<file path="src/rtl/psram_pkg.sv">
// Shared encodings and defaults for the PSRAM request sequencer.
package psram_pkg;

  typedef enum logic [2:0] {
    ST_IDLE  = 3'd0,
    ST_ISSUE = 3'd1,
    ST_GUARD = 3'd2,
    ST_WAIT  = 3'd3,
    ST_GAP   = 3'd4
  } seq_state_t;

  localparam int ADDR_W_DEF = 24;
  localparam int DATA_W_DEF = 16;

  localparam logic OP_RD = 1'b0;
  localparam logic OP_WR = 1'b1;

endpackage

</file>
<file path="src/rtl/psram_req_fifo.sv">
// Request queue: synchronous FIFO with a combinational head word, DEPTH a power of 2.
module psram_req_fifo #(
  parameter int DEPTH = 4,
  parameter int WIDTH = 41
) (
  input  logic             mem_clk,
  input  logic             rst_n,
  input  logic             push,
  input  logic [WIDTH-1:0] din,
  input  logic             pop,
  output logic [WIDTH-1:0] dout,
  output logic             full,
  output logic             empty
);
  localparam int PW = $clog2(DEPTH);
  localparam int CW = PW + 1;

  logic [WIDTH-1:0] mem [DEPTH];
  logic [PW-1:0]    wr_ptr;
  logic [PW-1:0]    rd_ptr;
  logic [CW-1:0]    count;
  logic             do_push;
  logic             do_pop;

  assign full    = (count == CW'(DEPTH));
  assign empty   = (count == '0);
  assign do_push = push && !full;
  assign do_pop  = pop && !empty;
  assign dout    = mem[rd_ptr];

  always_ff @(posedge mem_clk) begin
    if (do_push) mem[wr_ptr] <= din;
  end

  always_ff @(posedge mem_clk or negedge rst_n) begin
    if (!rst_n) begin
      wr_ptr <= '0;
      rd_ptr <= '0;
      count  <= '0;
    end else begin
      if (do_push) wr_ptr <= wr_ptr + PW'(1);
      if (do_pop)  rd_ptr <= rd_ptr + PW'(1);
      case ({do_push, do_pop})
        2'b10:   count <= count + CW'(1);
        2'b01:   count <= count - CW'(1);
        default: count <= count;
      endcase
    end
  end

endmodule

</file>
<file path="src/rtl/psram_req_sequencer.sv">
// Turns queued single-word requests into level-held read_sw/write_sw transactions on the psram block.
// Optional watchdog in WAIT: define PSRAM_SEQ_TIMEOUT_EN.
//
// state | meaning
// IDLE  | waiting for a queued request and psram_qpi_on
// ISSUE | request latched onto psram_*; strobe asserts on exit
// GUARD | strobe held, endcommand ignored for GUARD_CYCLES
// WAIT  | strobe held until endcommand (or watchdog)
// GAP   | one cycle with both strobes low
module psram_req_sequencer
  import psram_pkg::*;
#(
  parameter int FIFO_DEPTH   = 4,
  parameter int ADDR_W       = ADDR_W_DEF,
  parameter int DATA_W       = DATA_W_DEF,
  parameter int GUARD_CYCLES = 4
`ifdef PSRAM_SEQ_TIMEOUT_EN
  , parameter int TIMEOUT_CYCLES = 64
`endif
) (
  input  logic              mem_clk,
  input  logic              rst_n,
  input  logic              req_valid,
  output logic              req_ready,
  input  logic              req_write,
  input  logic [ADDR_W-1:0] req_addr,
  input  logic [DATA_W-1:0] req_wdata,
  output logic              rsp_valid,
  output logic [DATA_W-1:0] rsp_rdata,
  output logic              rsp_timeout,
  output logic              busy,
  input  logic              psram_qpi_on,
  output logic [ADDR_W-1:0] psram_address,
  output logic [DATA_W-1:0] psram_data_in,
  output logic              psram_read_sw,
  output logic              psram_write_sw,
  input  logic [DATA_W-1:0] psram_data_out,
  input  logic              psram_endcommand
);
  localparam int FW = 1 + ADDR_W + DATA_W;
  localparam int GW = $clog2(GUARD_CYCLES + 1);

  seq_state_t      state;
  logic            rdy_en;
  logic            cur_write;
  logic [GW-1:0]   guard_cnt;
  logic [FW-1:0]   head;
  logic            fifo_full;
  logic            fifo_empty;
  logic            push;
  logic            pop;

  // req_ready stays low until the first edge after reset release
  assign req_ready = rdy_en && !fifo_full;
  assign push      = req_valid && req_ready;
  assign pop       = (state == ST_IDLE) && !fifo_empty && psram_qpi_on;
  assign busy      = (state != ST_IDLE) || !fifo_empty;

  psram_req_fifo #(
    .DEPTH (FIFO_DEPTH),
    .WIDTH (FW)
  ) u_fifo (
    .mem_clk (mem_clk),
    .rst_n   (rst_n),
    .push    (push),
    .din     ({req_write, req_addr, req_wdata}),
    .pop     (pop),
    .dout    (head),
    .full    (fifo_full),
    .empty   (fifo_empty)
  );

`ifdef PSRAM_SEQ_TIMEOUT_EN
  localparam int TW = $clog2(TIMEOUT_CYCLES + 1);
  logic [TW-1:0] to_cnt;
`else
  assign rsp_timeout = 1'b0;
`endif

  always_ff @(posedge mem_clk or negedge rst_n) begin
    if (!rst_n) begin
      state          <= ST_IDLE;
      rdy_en         <= 1'b0;
      cur_write      <= OP_RD;
      guard_cnt      <= '0;
      psram_address  <= '0;
      psram_data_in  <= '0;
      psram_read_sw  <= 1'b0;
      psram_write_sw <= 1'b0;
      rsp_valid      <= 1'b0;
      rsp_rdata      <= '0;
`ifdef PSRAM_SEQ_TIMEOUT_EN
      to_cnt         <= '0;
      rsp_timeout    <= 1'b0;
`endif
    end else begin
      rdy_en    <= 1'b1;
      rsp_valid <= 1'b0;
`ifdef PSRAM_SEQ_TIMEOUT_EN
      rsp_timeout <= 1'b0;
`endif
      case (state)
        ST_IDLE: begin
          if (pop) begin
            {cur_write, psram_address, psram_data_in} <= head;
            state <= ST_ISSUE;
          end
        end
        ST_ISSUE: begin
          psram_write_sw <= (cur_write == OP_WR);
          psram_read_sw  <= (cur_write == OP_RD);
          guard_cnt      <= GW'(GUARD_CYCLES - 1);
          state          <= ST_GUARD;
        end
        ST_GUARD: begin
          if (guard_cnt == '0) begin
            state <= ST_WAIT;
`ifdef PSRAM_SEQ_TIMEOUT_EN
            to_cnt <= TW'(TIMEOUT_CYCLES - 1);
`endif
          end else begin
            guard_cnt <= guard_cnt - GW'(1);
          end
        end
        ST_WAIT: begin
          if (psram_endcommand) begin
            psram_read_sw  <= 1'b0;
            psram_write_sw <= 1'b0;
            if (cur_write == OP_RD) begin
              rsp_rdata <= psram_data_out;
              rsp_valid <= 1'b1;
            end
            state <= ST_GAP;
          end
`ifdef PSRAM_SEQ_TIMEOUT_EN
          else if (to_cnt == '0) begin
            psram_read_sw  <= 1'b0;
            psram_write_sw <= 1'b0;
            rsp_timeout    <= 1'b1;
            state          <= ST_GAP;
          end else begin
            to_cnt <= to_cnt - TW'(1);
          end
`endif
        end
        ST_GAP:  state <= ST_IDLE;
        default: state <= ST_IDLE;
      endcase
    end
  end

endmodule

</file>
<file path="config.mk">
export PLATFORM = sky130hd
export DESIGN_NAME = psram_req_sequencer
export DESIGN_NICKNAME = d
export VERILOG_FILES = /design/src/rtl/psram_pkg.sv /design/src/rtl/psram_req_fifo.sv /design/src/rtl/psram_req_sequencer.sv
export SDC_FILE = /design/constraint.sdc
export NUM_CORES = 1
export LEC_CHECK = 0
export CAP_MARGIN = 10
export CORE_UTILIZATION = 59
export DETAILED_ROUTE_END_ITERATION = 10
export PLACE_DENSITY_LB_ADDON = 0.2
export SYNTH_ARGS = -nofsm -noshare
export SYNTH_HDL_FRONTEND = slang
export SYNTH_HIERARCHICAL = 1
export SYNTH_SLANG_ARGS = --single-unit
</file>
<file path="constraint.sdc">
create_clock -name mem_clk -period 4.3 [get_ports mem_clk]
set_input_delay 0.645 -clock mem_clk [delete_from_list [all_inputs] [get_ports mem_clk]]
set_output_delay 0.645 -clock mem_clk [all_outputs]
set_load 0.005 [all_outputs]
</file>
# After elaboration in Yosys (flattened, before gate mapping)
# Memories as Yosys holds them, arrays and structs flattened. A register that Yosys moved wholly into a read port is not among the register bits.
# Index checks and enable logic that the tools add are counted.
totals:
  regBits: 33
  ram_bits: 164
  in_bits: 62
  output_inout_bits: 62
  mem_count: 1
mem_list:
  columns: ["memory", "words", "width", "read_ports", "rd_ports_with_merged_regs", "write_ports", "line_no", "text"]
  rows:
  - ["u_fifo.mem", 4, 41, 1, 1, 1, "psram_req_fifo.sv:18", "logic [WIDTH-1:0] mem [DEPTH];"]
op_classes:
  n_addsub: 5
  eq_ne: 10
  mux: 15
  n_bitwise: 1
  n_reduce_logical: 22
ops:
  columns: ["cell", "count"]
  rows:
  - ["$mux W3", 4]
  - ["$pmux W3 S2", 2]
  - ["$pmux W3 S4", 1]
  - ["$logic_not A3 Y1", 3]
  - ["$eq A3 B2 Y1 const B", 2]
  - ["$logic_and A1 B1 Y1", 6]
  - ["$mux W1", 6]
  - ["$ne A2 B2 Y1 const B", 3]
  - ["$reduce_and A2 Y1", 3]
  - ["$reduce_and A3 Y1", 2]
  - ["$reduce_bool A2 Y1", 3]
  - ["$sub A3 B1 Y3 const B", 2]
  - ["$add A2 B1 Y2 const B", 2]
  - ["$pmux W1 S2", 2]
  - ["$add A3 B1 Y3 const B", 1]
  - ["$eq A3 B1 Y1 const B", 1]
  - ["$eq A3 B3 Y1 const B", 1]
  - ["$logic_not A1 Y1", 3]
  - ["$reduce_bool A3 Y1", 1]
  - ["$eq A2 B1 Y1 const B", 1]
  - ["$eq A2 B2 Y1 const B", 1]
  - ["$ne A2 B1 Y1 const B", 1]
  - ["$logic_or A1 B1 Y1", 1]
  - ["$not A1 Y1", 1]

# Longest topological paths before layout
depth:
  depth_word: 7
  mapped_depth: 12
  ltp_nobuf: 11

# By module
# The synthesis kept the hierarchy.
modules_own_cells:
  columns: ["module", "n_inst", "cells_each", "area_per_inst_um2", "seq_area_each_um2"]
  rows:
  - ["psram_req_fifo", 1, 253, 6394.9, 5099.9]
  - ["psram_req_sequencer", 1, 174, 2635.0, 1676.6]

# Least setup slack after synthesis
# No wires, ideal clock.
synth_path:
  path_kind: "register to register"
  start: "reg u_fifo.count[2]"
  end: "mem u_fifo.mem[0][0] (enable)"
  setup_time_ns: 0.402
  t_arrival_ns: 2.111
  required_time_ns: 3.898
  path_slack_ns: 1.787
  path_stages_with_launch: 6
  n_path_buf: 0
  path_cell_list: "dfrtp_1 nor3b_2 nor2b_1 and2_1 nor2b_2 and2_1"
synth_between:
  elab_chain_len: 7
synth_rtl:
  columns: ["item", "line_no", "text"]
  rows:
  - ["start: declaration", "psram_req_fifo.sv:21", "logic [CW-1:0] count;"]
  - ["start signal: assignment", "psram_req_fifo.sv:44", "2'b10: count <= count + CW'(1);"]
  - ["start signal: assignment", "psram_req_fifo.sv:45", "2'b01: count <= count - CW'(1);"]
  - ["start signal: assignment", "psram_req_fifo.sv:46", "default: count <= count;"]
  - ["$eq A3 B3 Y1", "psram_req_fifo.sv:25", "assign full = (count == CW'(DEPTH));"]
  - ["via fifo_full", "psram_req_sequencer.sv:48", "logic fifo_full;"]
  - ["$logic_not A1 Y1", "psram_req_sequencer.sv:54", "assign req_ready = rdy_en && !fifo_full;"]
  - ["$logic_and A1 B1 Y1", "psram_req_sequencer.sv:54", null]
  - ["via req_ready", "psram_req_sequencer.sv:24", "output logic req_ready,"]
  - ["$logic_and A1 B1 Y1", "psram_req_sequencer.sv:55", "assign push = req_valid && req_ready;"]
  - ["via push", "psram_req_sequencer.sv:50", "logic push;"]
  - ["$logic_and A1 B1 Y1", "psram_req_fifo.sv:27", "assign do_push = push && !full;"]
  - ["$mux W1", "psram_req_fifo.sv:32", "if (do_push) mem[wr_ptr] <= din;"]
  - ["$mux W1 (implied by the code)", "psram_req_fifo.sv:32", null]
  - ["end: declaration", "psram_req_fifo.sv:18", null]
# The timed path passes the listed nets, and every way through them passes these cells.

# Final worst setup path
layout_path:
  start: "reg u_fifo.count[2]"
  end: "mem u_fifo.mem[3][19] (enable)"
layout_between:
  elab_chain_len: 7
layout_rtl:
  columns: ["item", "line_no"]
  rows:
  - ["$eq A3 B3 Y1", "psram_req_fifo.sv:25"]
  - ["via fifo_full", "psram_req_sequencer.sv:48"]
  - ["$logic_not A1 Y1", "psram_req_sequencer.sv:54"]
  - ["$logic_and A1 B1 Y1", "psram_req_sequencer.sv:54"]
  - ["$logic_and A1 B1 Y1", "psram_req_sequencer.sv:55"]
  - ["via push", "psram_req_sequencer.sv:50"]
  - ["$logic_and A1 B1 Y1", "psram_req_fifo.sv:27"]
  - ["$mux W1", "psram_req_fifo.sv:32"]
  - ["$mux W1 (implied by the code)", "psram_req_fifo.sv:32"]
# The timed path passes the listed nets, and every way through them passes these cells.

==> flow_summary.ini <==
[cts]
cts.reportedPaths.clkPinSlew_ns = 0.06
cts_resized = 0
cts_buffers = 24
cts_tree = built
clockRootBuffer = clkbuf_16
clock-sinks = 238
clk_latency_ns = 0.52
htree_levels = 1
cts_setup_buffers = 0
postCtsHoldBufs = 0
clock_tree.buffer_depth = 3

[drt]
wl_um = 15900
dr_total_vias = 4323
ant_nets = 0
drc = 0
drtIter0Drc = 235
post_drt_wl_per_cell_um = 21.0
viasPerCell = 5.70
dr.pass1.iters = 4

[yosys]
synth-seq-cells = 238
yosysUniqueCellTypes = 40
synth-edff-count = 164
yosysTopAreaCellShare = 0.545
yosys_warnings = 6
ys.flop_type = edfxtp_1
syn-num-nets = 497
synth_top_cell_by_area = edfxtp_1
synthArstFlopShare = 0.311
syn_inst = 427
synth.avg_cell_area_um2 = 21.1
yosysSeqAreaShare = 0.750
ys_top_cells_by_area = edfxtp_1, dfrtp_1, mux4_2
netlist_area_um2 = 9030

[final_layout]
layout_commonest_cell = edfxtp_1
final_cell_mix = edfxtp_1, clkdlybuf4s50_1, dfrtp_1
drive_above_1_share = 0.238
num_antenna_cells = 0
nNetsFinal = 627
fin_cells = 759
utilization = 0.756
finalInstanceArea_um2 = 11100
synthToLayoutAreaGrowth_pct = 23.5

[worst_setup_path]
cpMaxStageDelayCell = and2_2
crit_chain = nor3b_2 -> nor2b_1 -> and2_1 -> nor2b_2 -> and2_2
max_stage_delay_ns = 0.98
startpoint_type = flop
endpoint_kind = flop
worst-setup-path-type = reg2reg
worstPathMaxFanout = 41
critPathRequiredTime_ns = 4.42
crit_arrival_ns = 2.63

[placement]
pre_cts_ws_ns = 1.39
portBuffers = 122
place_congestion = 0.704
place.detailed.hpwl_um = 9120
post-place-cells = 715
placed_area_um2 = 10300

[timing]
fmax_mhz = 398
clock_skew_ns = 0.0241
rsz0062_at_grt = no
hold_viol = 0
fin_ws_ns = 1.78
tns_ns = 0
min_period_ns = 2.52
slew_violations = 0
period_share = 0.585
finalSetupViolations = 0
worstMarginPinSlew_ns = 1.17
slew_headroom = 0.221

[global_route]
grt_first_pass_wirelength_um = 25100
grt_pass1_vias = 4581
gr-total-overflow = 0
antenna_found_initial = 0
grt_usage = 0.213
grt_max_degree = 75

[floorplan]
num_rows = 44
die_w_um = 126
io_pins = 124
core-area_um2 = 14800
die_y_um = 126
initial_core_util = 0.612
die_area_um2 = 15800

[power]
powerDensity_nw_per_um2 = 669
leakagePower_nw = 3.99
peakVddDrop_mv = 0.432

[worst_hold_path]
hold_path.class = in2async

[status]
run_status = finished clean

[run]
drv_cap = 0
==> metrics by stage <==
stage / hold slack (ns) / total power, W
2_1_floorplan: 0.349 / 0.00455
3_3_place_gp: 0.468 / 0.00532
3_5_place_dp: 0.478 / 0.00541
4_1_cts: 0.327 / 0.00754
5_1_grt: 0.376 / 0.00781
6_report: 0.294 / 0.00745
==> final timing paths <==
| path | cells after the start | startpoint | endpoint | slack [ns] |
|---|---|---|---|---|
| worst max-delay path | 5 | u_fifo/count[2] | u_fifo/mem[3][19] | 1.78 |
| worst min-delay path | 1 | rst_n | psram_address[17] | 0.29 |
| worst max register to register | 5 | u_fifo/count[2] | u_fifo/mem[3][19] | 1.78 |
| worst min register to register | 1 | rsp_rdata[13] | rsp_rdata[13] | 0.48 |
| max in group asynchronous | 1 | rst_n | u_fifo/rd_ptr[0] | 3.29 |
| min in group mem_clk | 1 | rsp_rdata[13] | rsp_rdata[13] | 0.48 |
==> cell type report <==
cell class	count	area, um2
flip-flops and latches	238	6780
fillers	816	3610
multi-input cells	159	2050
repair buffers	123	1230
clock buffers	29	619
well taps	184	230
clock inverters	15	200
inverters	11	41.3
==> worst max-delay path, delay by kind of cell (launching register included) <==
kind             cells  cell delay (ns)
flip-flops           1             0.41
AND/OR/NAND/NOR      5             1.69
==> sequential cells by signal, summed over array words and instances, names as in the netlist <==
name / count
u_fifo/mem: 164
psram_address: 24
psram_data_in: 16
rsp_rdata: 16
guard_cnt: 3
state: 3
u_fifo/count: 3
u_fifo/rd_ptr: 2
u_fifo/wr_ptr: 2
cur_write: 1
psram_read_sw: 1
psram_write_sw: 1
rdy_en: 1
rsp_valid: 1
==> cells by family after synthesis <==
logic type / synth area share
flops: 0.750
xor+xnor: 0.00582
simple gates: 0.0223
other cells: 0.000832
compound gates: 0.00970
fa+ha+maj: 0.0119
mux: 0.176
buf+inv: 0.0231
==> per-layer routing <==
| layer | part of all wire | routed length, um | vias to the layer above | global-route usage |
|---|---|---|---|---|
| met3 | 0.052 | 829 | 22 | 0.0425 |
| met4 | 0.017 | 269 | 0 | 0.0574 |
| met2 | 0.52 | 8370 | 142 | 0.374 |
| met5 | 0 | 0 | - | 0 |
| met1 | 0.41 | 6480 | 2227 | 0.273 |
| li1 | - | - | 1932 | - |
==> synth_stat cells, types with 4 or more instances <==
cell      instances
nand2_1           7
mux4_2           38
edfxtp_1        164
and2_1            5
ha_1              7
dfrtp_1          74
mux2_1            9
buf_12            4
mux2_2           49
inv_1            11
buf_2            10
==> power breakdown <==
group | internal, W | switching [W] | total [W]
registers | 0.00299 | 0.000460 | 0.00345
logic | 0.00126 | 0.000630 | 0.00190
clock network | 0.00128 | 0.000833 | 0.00211
(Power assumes the default switching activity.)
